## config.mk

```make
export PLATFORM = sky130hd
export DESIGN_NAME = fir_mac_sequencer
export DESIGN_NICKNAME = d
export VERILOG_FILES = /design/src/rtl/fir_mac_sequencer.sv
export SDC_FILE = /design/constraint.sdc
export NUM_CORES = 1
export LEC_CHECK = 0
export CAP_MARGIN = 30
export CORE_MARGIN = 5
export CORE_UTILIZATION = 40
export DETAILED_ROUTE_END_ITERATION = 10
export PLACE_DENSITY_LB_ADDON = 0.08
export REMOVE_ABC_BUFFERS = 1
export SETUP_SLACK_MARGIN = 0.02
export SLEW_MARGIN = 20
export SYNTH_ARGS = -nofsm -noshare
export SYNTH_HDL_FRONTEND = slang
export SYNTH_SLANG_ARGS = --single-unit
export TNS_END_PERCENT = 5
```

## constraint.sdc

```tcl
create_clock -name clk -period 2.7 [get_ports clk]
set_input_delay 0.54 -clock clk [delete_from_list [all_inputs] [get_ports clk]]
set_output_delay 0.54 -clock clk [all_outputs]
set_load 0.005 [all_outputs]
```

## src/rtl/fir_mac_sequencer.sv

```systemverilog
// Address/strobe sequencer for a single shared FIR multiply-accumulate datapath.
// Loads coefficients, zero-fills the sample ring, then issues N MAC cycles per input sample.
module fir_mac_sequencer #(
  parameter int unsigned MAX_TAPS = 256,
  parameter int unsigned ADDR_W   = 8,
  parameter int unsigned MAC_LAT  = 2
) (
  input  logic              clk,
  input  logic              reset,
  input  logic              start,
  input  logic              halt,
  input  logic [7:0]        n_taps,
  input  logic              coeff_valid,
  output logic              coeff_ready,
  output logic              coeff_we,
  output logic [ADDR_W-1:0] coeff_waddr,
  input  logic              sample_valid,
  output logic              sample_ready,
  output logic              data_we,
  output logic [ADDR_W-1:0] data_waddr,
  output logic              data_zero,
  output logic [ADDR_W-1:0] rd_data_addr,
  output logic [ADDR_W-1:0] rd_coeff_addr,
  output logic              mac_en,
  output logic              mac_clr,
  output logic              result_valid,
  output logic              busy,
  output logic              cfg_err
);

  localparam int unsigned CNT_W  = $clog2(MAX_TAPS + 1);
  localparam int unsigned DCNT_W = $clog2(MAC_LAT + 1);

  typedef enum logic [2:0] {
    S_IDLE, S_CLOAD, S_CLEAR, S_WAIT, S_MAC, S_DRAIN
  } state_t;

  state_t              state_q, state_d;
  logic [CNT_W-1:0]    n_q, n_d;
  logic [CNT_W-1:0]    k_q, k_d;
  logic [DCNT_W-1:0]   dcnt_q, dcnt_d;
  logic [ADDR_W-1:0]   wptr_q, wptr_d;
  logic [ADDR_W-1:0]   newest_q, newest_d;

  logic                coeff_ready_q, coeff_ready_d;
  logic                coeff_we_q, coeff_we_d;
  logic [ADDR_W-1:0]   coeff_waddr_q, coeff_waddr_d;
  logic                sample_ready_q, sample_ready_d;
  logic                data_we_q, data_we_d;
  logic [ADDR_W-1:0]   data_waddr_q, data_waddr_d;
  logic                data_zero_q, data_zero_d;
  logic [ADDR_W-1:0]   rd_data_addr_q, rd_data_addr_d;
  logic [ADDR_W-1:0]   rd_coeff_addr_q, rd_coeff_addr_d;
  logic                mac_en_q, mac_en_d;
  logic                mac_clr_q, mac_clr_d;
  logic                result_valid_q, result_valid_d;
  logic                busy_q, busy_d;
  logic                cfg_err_q, cfg_err_d;

  logic [CNT_W-1:0]    newest_ext;
  logic [CNT_W-1:0]    rd_idx;

  // Circular read index: (newest - k) mod N without a divider.
  assign newest_ext = CNT_W'(newest_q);
  assign rd_idx     = (newest_ext >= k_q) ? (newest_ext - k_q) : (newest_ext + n_q - k_q);

  always_comb begin
    state_d         = state_q;
    n_d             = n_q;
    k_d             = k_q;
    dcnt_d          = dcnt_q;
    wptr_d          = wptr_q;
    newest_d        = newest_q;
    coeff_we_d      = 1'b0;
    coeff_waddr_d   = '0;
    data_we_d       = 1'b0;
    data_waddr_d    = '0;
    data_zero_d     = 1'b0;
    rd_data_addr_d  = '0;
    rd_coeff_addr_d = '0;
    mac_en_d        = 1'b0;
    mac_clr_d       = 1'b0;
    result_valid_d  = 1'b0;
    cfg_err_d       = 1'b0;

    if (halt && (state_q != S_IDLE)) begin
      state_d = S_IDLE;
      k_d     = '0;
      dcnt_d  = '0;
    end else begin
      unique case (state_q)
        S_IDLE: begin
          if (start && !halt) begin
            if ((n_taps == 8'd0) || (CNT_W'(n_taps) > CNT_W'(MAX_TAPS))) begin
              cfg_err_d = 1'b1;
            end else begin
              n_d     = CNT_W'(n_taps);
              k_d     = '0;
              state_d = S_CLOAD;
            end
          end
        end
        S_CLOAD: begin
          if (coeff_valid && coeff_ready_q) begin
            coeff_we_d    = 1'b1;
            coeff_waddr_d = ADDR_W'(k_q);
            if (k_q == n_q - CNT_W'(1)) begin
              k_d     = '0;
              state_d = S_CLEAR;
            end else begin
              k_d = k_q + CNT_W'(1);
            end
          end
        end
        S_CLEAR: begin
          if (k_q == n_q) begin
            k_d     = '0;
            wptr_d  = '0;
            state_d = S_WAIT;
          end else begin
            data_we_d    = 1'b1;
            data_zero_d  = 1'b1;
            data_waddr_d = ADDR_W'(k_q);
            k_d          = k_q + CNT_W'(1);
          end
        end
        S_WAIT: begin
          // The write of the new sample and the first (k=0) MAC share a cycle.
          if (sample_valid && sample_ready_q) begin
            data_we_d       = 1'b1;
            data_waddr_d    = wptr_q;
            newest_d        = wptr_q;
            mac_en_d        = 1'b1;
            mac_clr_d       = 1'b1;
            rd_data_addr_d  = wptr_q;
            k_d             = CNT_W'(1);
            state_d         = S_MAC;
          end
        end
        S_MAC: begin
          if (k_q == n_q) begin
            k_d            = '0;
            dcnt_d         = DCNT_W'(1);
            result_valid_d = (MAC_LAT == 1);
            state_d        = S_DRAIN;
          end else begin
            mac_en_d        = 1'b1;
            rd_coeff_addr_d = ADDR_W'(k_q);
            rd_data_addr_d  = ADDR_W'(rd_idx);
            k_d             = k_q + CNT_W'(1);
          end
        end
        S_DRAIN: begin
          if (dcnt_q == DCNT_W'(MAC_LAT)) begin
            dcnt_d  = '0;
            wptr_d  = (CNT_W'(wptr_q) == n_q - CNT_W'(1)) ? '0 : wptr_q + ADDR_W'(1);
            state_d = S_WAIT;
          end else begin
            result_valid_d = (dcnt_q == DCNT_W'(MAC_LAT - 1));
            dcnt_d         = dcnt_q + DCNT_W'(1);
          end
        end
        default: state_d = S_IDLE;
      endcase
    end

    coeff_ready_d  = (state_d == S_CLOAD);
    sample_ready_d = (state_d == S_WAIT);
    busy_d         = (state_d != S_IDLE);
  end

  always_ff @(posedge clk or posedge reset) begin
    if (reset) begin
      state_q         <= S_IDLE;
      n_q             <= '0;
      k_q             <= '0;
      dcnt_q          <= '0;
      wptr_q          <= '0;
      newest_q        <= '0;
      coeff_ready_q   <= 1'b0;
      coeff_we_q      <= 1'b0;
      coeff_waddr_q   <= '0;
      sample_ready_q  <= 1'b0;
      data_we_q       <= 1'b0;
      data_waddr_q    <= '0;
      data_zero_q     <= 1'b0;
      rd_data_addr_q  <= '0;
      rd_coeff_addr_q <= '0;
      mac_en_q        <= 1'b0;
      mac_clr_q       <= 1'b0;
      result_valid_q  <= 1'b0;
      busy_q          <= 1'b0;
      cfg_err_q       <= 1'b0;
    end else begin
      state_q         <= state_d;
      n_q             <= n_d;
      k_q             <= k_d;
      dcnt_q          <= dcnt_d;
      wptr_q          <= wptr_d;
      newest_q        <= newest_d;
      coeff_ready_q   <= coeff_ready_d;
      coeff_we_q      <= coeff_we_d;
      coeff_waddr_q   <= coeff_waddr_d;
      sample_ready_q  <= sample_ready_d;
      data_we_q       <= data_we_d;
      data_waddr_q    <= data_waddr_d;
      data_zero_q     <= data_zero_d;
      rd_data_addr_q  <= rd_data_addr_d;
      rd_coeff_addr_q <= rd_coeff_addr_d;
      mac_en_q        <= mac_en_d;
      mac_clr_q       <= mac_clr_d;
      result_valid_q  <= result_valid_d;
      busy_q          <= busy_d;
      cfg_err_q       <= cfg_err_d;
    end
  end

  assign coeff_ready   = coeff_ready_q;
  assign coeff_we      = coeff_we_q;
  assign coeff_waddr   = coeff_waddr_q;
  assign sample_ready  = sample_ready_q;
  assign data_we       = data_we_q;
  assign data_waddr    = data_waddr_q;
  assign data_zero     = data_zero_q;
  assign rd_data_addr  = rd_data_addr_q;
  assign rd_coeff_addr = rd_coeff_addr_q;
  assign mac_en        = mac_en_q;
  assign mac_clr       = mac_clr_q;
  assign result_valid  = result_valid_q;
  assign busy          = busy_q;
  assign cfg_err       = cfg_err_q;

endmodule

```

After elaboration in Yosys (flattened, before gate mapping)
Cells that the tools add are included.
{"block": "word_totals", "reg_bits": 80, "mem_count": 0, "word_cells": 128, "mem_bits_ro": 0, "latch_bits": 0, "input_bits": 14, "mem_bits_rw": 0}
{"block": "op_classes", "magnitude_cmp": 2, "addsub": 7, "reduce_logical": 19, "n_mux": 59, "div": 0, "multipliers": 0, "bitwise": 2, "eq_ne": 19, "n_shift": 0}
{"cell": "8-bit 2-to-1 mux", "n": 14}
{"cell": "9-bit 2-to-1 mux", "n": 7}
{"cell": "8-bit one-hot mux with 2 select lines", "n": 3}
{"cell": "9-bit one-hot mux with 4 select lines", "n": 1}
{"cell": "3-bit 2-to-1 mux", "n": 9}
{"cell": "1-bit 2-to-1 mux", "n": 18}
{"cell": "3-bit one-hot mux with 6 select lines", "n": 1}
{"cell": "8-bit subtractor", "n": 2}
{"cell": "3-bit inequality test (second input constant)", "n": 5}
{"cell": "9-bit by 1-bit adder with 9-bit output (second input constant)", "n": 1}
{"cell": "3-bit by 2-bit equality test with 1-bit output (second input constant)", "n": 3}
{"cell": "8-bit by 9-bit equality test with 1-bit output", "n": 1}
{"cell": "9-bit by 8-bit equality test with 1-bit output", "n": 1}
{"cell": "9-bit equality test", "n": 1}
{"cell": "8-bit by 9-bit >= comparator with 1-bit output", "n": 1}
{"cell": "8-bit by 9-bit greater-than comparator with 1-bit output (second input constant)", "n": 1}
{"cell": "3-bit nonzero test", "n": 3}
{"cell": "8-bit by 1-bit subtractor with 9-bit output (second input constant)", "n": 1}
{"cell": "8-bit by 1-bit adder with 8-bit output (second input constant)", "n": 1}
{"cell": "8-bit adder", "n": 1}
{"cell": "8-bit zero test", "n": 1}
{"cell": "4-bit AND reduction", "n": 2}
{"cell": "3-bit by 1-bit equality test with 1-bit output (second input constant)", "n": 2}
{"cell": "3-bit equality test (second input constant)", "n": 2}
{"cell": "other kinds (18)", "n": 26}

Logic depth before layout (Yosys ltp)
Gate-level depths: netlist of the first run.
{"block": "depth", "depth_word": 7, "depth_mapped": 11, "mapped_depth_nobuf": 11}

Least setup slack after synthesis of the first run
OpenSTA, ideal clock, no wires.
{"block": "synth_path", "kind": "reg2reg", "from": "register n_q[2]", "to": "register rd_data_addr_q[6], in the netlist rd_data_addr[6]", "t_arrival_ps": 2397, "path_stages_with_launch": 11, "path_buffers": 0, "path_slack_ps": 182, "t_required_ps": 2578, "path_cell_list": "dfrtp_1 > inv_1 > fa_1 > inv_1 > ha_1 > a21o_1 > a21oi_1 > nor2b_1 > mux2i_1 > nand3b_1 > a32o_1"}
{"block": "synth_via", "elab_chain_cells": 6, "word_cells_on_any_way": 7}
{"element": "start, declared", "line": "39", "source": "logic [CNT_W-1:0] n_q, n_d;"}
{"element": "start signal, assigned", "line": "196", "source": "n_q <= n_d;"}
{"element": "8-bit adder", "line": "65", "source": "assign rd_idx = (newest_ext >= k_q) ? (newest_ext - k_q) : (newest_ext + n_q - k_q);"}
{"element": "8-bit subtractor", "line": "65"}
{"element": "8-bit 2-to-1 mux", "line": "65"}
{"element": "8-bit 2-to-1 mux (*)", "line": "141", "source": "if (k_q == n_q) begin"}
{"element": "8-bit one-hot mux with 2 select lines (*)", "line": "91", "source": "unique case (state_q)"}
{"element": "8-bit 2-to-1 mux (*)", "line": "86", "source": "if (halt && (state_q != S_IDLE)) begin"}
{"element": "net rd_data_addr_d[6]", "line": "52", "source": "logic [ADDR_W-1:0] rd_data_addr_q, rd_data_addr_d;"}
{"element": "end signal, assigned", "line": "208", "source": "rd_data_addr_q <= rd_data_addr_d;"}
{"element": "end, declared", "line": "52"}
The timed path passes the listed nets; every way through them passes the cells marked *.
A chain may end at the register's enable or synchronous reset.

Worst setup path after layout of the first run
{"block": "layout_path", "from": "register n_q[1]", "to": "register rd_data_addr_q[6], in the netlist rd_data_addr[6]"}
Same word-level chain as after synthesis.

==> impl_metrics.csv, run 1 <==
group,metric,value,unit
setup_path,crit_end,"rd_data_addr[6]",
setup_path,reg2reg_to,"rd_data_addr[6]",
sta,worstMarginPinSlew,0.497,ns
routing,wire_per_inst,17.8,um
synthesis,synth_area_leaders,"dfrtp_1 (40%), ha_1 (6.0%), nand2_1 (3.9%)",
setup_path,crit_chain,"inv_1, fa_1, inv_1, fa_1, a21o_1, a21oi_2, nor2b_1, mux2i_1, nand3b_1, a32o_1",
clock_tree,cts_buffers,9,
layout,insertedDiodeCount,0,
routing,routed_wl,14100,um
layout,final_util,0.510,
floorplanning,core_area,12500,sq um
clock_tree,hold_buffers,0,
setup_path,reg2reg_depth,10,
setup_path,critPathKind,"flip-flop to flip-flop",
placed_design,routabilityCongestion,0.845,
synthesis,syn_inst,529,
run_status,status,"finished clean",
synthesis,synth-edff-count,0,
sta,skew,0.00922,ns
setup_path,crit_buf_inv,2,
synthesis,ys_ff_latch,80,
layout,layout_common_cells,"dfrtp_1 (80), clkdlybuf4s50_1 (55), nand2_1 (52), buf_4 (46), inv_1 (43)",
clock_tree,cts.path.max_buffers,2,
floorplanning,dieArea,14900,sq um
clock_tree,htree_levels,3,
job,drv_cap,0,
pwr,peakVddDrop,0.398,mV
pwr,p_leak,2.74,nW
routing,num_vias,4193,
setup_path,reg2reg_from,"n_q[1]",
setup_path,startpoint,"n_q[1]",
clock_tree,clock_sinks,80,
sta,setup_viol,0,
setup_path,critPathLaunchType,"flip-flop",
global_route,antenna_found_initial,0,
sta,rsz0062_at_grt,"false",
layout,drive_above_1_share,0.146,
clock_tree,clk_latency,0.34,ns
sta,slew-limit-headroom,0.668,
synthesis,ys_types,76,
synthesis,synth_top_area_share,0.399,
layout,syn2layout_area_growth,26.6,%
global_route,grt_pass1_vias,4200,
synthesis,synth_area_per_cell,9.48,sq um
setup_path,critPathTopFamily,"adder cells",
synthesis,yosysSeqAreaShare,0.399,
hold_path,hp-class,"input pin to async pin",
setup_path,cp_data_arrival_time,2.78,ns
clock_tree,clk_pin_slew,0.06,ns
setup_path,cp.depth,10,
clock_tree,cts_tree,"yes",
routing,highest_layer,"met4",
floorplanning,fp-row-count,41,
floorplanning,pin_count,56,
sta,hold_viol,0,
routing,route.detailed.drc,0,
synthesis,synthFlopType,"dfrtp_1",
setup_path,critPathMaxStageDelay,0.54,ns
sta,timing.final.max_slew_violations,0,
global_route,grt_pass1_wl,23100,um
synthesis,ys_warn_count,0,
synthesis,ys_async_sr_fraction,1.00,
sta,timing.final.crit_share,0.942,
routing,wl_met2,6630,um
placed_design,dp_cells,780,
synthesis,synth_top_area_cell,"dfrtp_1",
routing,routed_via_density,5.27,
global_route,grt-ovfl-total,0,
pwr,powerDensity,979,nW/um^2
synthesis,syn_area,5020,sq um
layout,final_cell_count_no_fill,796,
floorplanning,die_x,122,um
setup_path,r2r_slack,0.16,ns
sta,fin_setup_tns,0,ns
sta,fmax,393,MHz
layout,layout.nets,665,
routing,drt_iter0_drc,274,
setup_path,end_kind,"flip-flop",
routing,wl_met3,515,um
routing,ant_nets,0,
setup_path,worstPathMaxFanout,3,
placed_design,hpwl,10900,um
setup_path,worstPathRequired,2.93,ns
sta,finalCriticalPeriod,2.54,ns
floorplanning,initial_utilization,0.402,
layout,final_common_cell,"dfrtp_1",
global_route,grt_usage,0.202,
floorplanning,die_y,122,um
routing,met1_length,6760,um
routing,dr.pass1.iters,4,
placed_design,portBuffers,55,
setup_path,cp_slowest_cell,"fa_1",
global_route,grt_max_degree,29,
clock_tree,cts-root-buf,"clkbuf_16",
## flip-flops by register name, indices dropped and copies added (netlist names), 2 cells and up
signal and flops:
k_q 9, coeff_waddr 8, data_waddr 8, n_q 8, newest_q 8, rd_coeff_addr 8
rd_data_addr 8, wptr_q 8, state_q 3, dcnt_q 2
## through the flow
| stage | total power (W) | setup slack [ns] | hold WS (ns) | area [sq um] |
|---|---|---|---|---|
| finish | 0.00622 | 0.156 | 0.535 | 6350 |
| global route | 0.00672 | 0.0282 | 0.587 | 6350 |
| CTS | 0.00620 | 0.0888 | 0.542 | 6340 |
| detailed placement | 0.00493 | 0.102 | 0.546 | 6040 |
| global placement | 0.00491 | 0.147 | 0.536 | 6040 |
| floorplan | 0.00392 | 0.108 | 0.482 | 4880 |
## where the power goes
part	leakage, nW	internal (W)	switching [W]
sequential	1.06	0.00134	0.000187
clock	0.145	0.000740	0.000502
combinational	1.54	0.00156	0.00189
## metal layers
metal / vias up / global-route usage
met4: 0 / 0.0595
met1: 2055 / 0.282
met5: - / 0
met3: 12 / 0.0404
met2: 89 / 0.320
li1: 2037 / -
## Yosys cell counts, drive strengths merged (3+ instances only)
cell and n:
nand4 3, o21ai 37, nor3 29, nand2 53, nor2 30, nor4 6, nor3b 3, and3 6
a22oi 8, xor2 8, and2 3, nand2b 5, a21oi 25, or3 4, o31ai 3, inv 44
or2 4, a211oi 6, clkinv 3, xnor3 4, dfrtp 80, mux2i 8, ha 24, nand3 17
buf 11, nor2b 8, o211ai 15, a31oi 5, clkbuf 13, fa 8, xnor2 21
## cell type report
cell class,instances,area (sq um)
clock buffers,11,243
clock inverters,5,56.3
fillers,1173,6110
inverters,47,178
multi-input cells,378,2720
flip-flops and latches,80,2000
well taps,172,215
repair buffers,103,936
## worst min path at each step
stage                    from                to  slack, ns  cells after the start
floorplan           dcnt_q[1]      result_valid       0.48                      1
global placement    dcnt_q[1]      result_valid       0.54                      1
detailed placement  dcnt_q[1]      result_valid       0.55                      1
CTS                     reset  rd_coeff_addr[5]       0.54                      2
global route            reset    coeff_waddr[5]       0.59                      2
finish                  reset    coeff_waddr[5]       0.54                      2
## what timing repair did
item / in CTS / in global routing
endpoints found under the setup margin: 0 / 3
gates resized for setup: 0 / 3
buffers inserted: 0 / 0
## kinds of logic after synthesis
| group | Yosys count | synth area share |
|---|---|---|
| compound gates | 123 | 0.171 |
| xor+xnor | 33 | 0.0701 |
| fa+ha+maj | 32 | 0.0918 |
| buf+inv | 71 | 0.0614 |
| flops | 80 | 0.399 |
| mux | 9 | 0.0182 |
| simple gates | 181 | 0.189 |
Note: power is estimated with default switching activity, not from simulation.
==> inputs of run 2 (changes only) <==
--- a/config.mk
+++ b/config.mk
@@ -8,6 +8,7 @@
 export CAP_MARGIN = 30
 export CORE_MARGIN = 5
 export CORE_UTILIZATION = 40
+export CTS_CLUSTER_DIAMETER = 200
 export DETAILED_ROUTE_END_ITERATION = 10
 export PLACE_DENSITY_LB_ADDON = 0.08
 export REMOVE_ABC_BUFFERS = 1
==> results of run 2 <==
No change in the layout: final DEF, timing and power equal those of run 1.
==> inputs of run 3 (changes only) <==
--- a/config.mk
+++ b/config.mk
@@ -13,7 +13,8 @@
 export PLACE_DENSITY_LB_ADDON = 0.08
 export REMOVE_ABC_BUFFERS = 1
 export SETUP_SLACK_MARGIN = 0.02
-export SLEW_MARGIN = 20
+export SKIP_CTS_REPAIR_TIMING = 1
+export SLEW_MARGIN = 0
 export SYNTH_ARGS = -nofsm -noshare
 export SYNTH_HDL_FRONTEND = slang
 export SYNTH_SLANG_ARGS = --single-unit
==> results of run 3 <==
No change in the layout: final DEF, timing and power equal those of run 1.
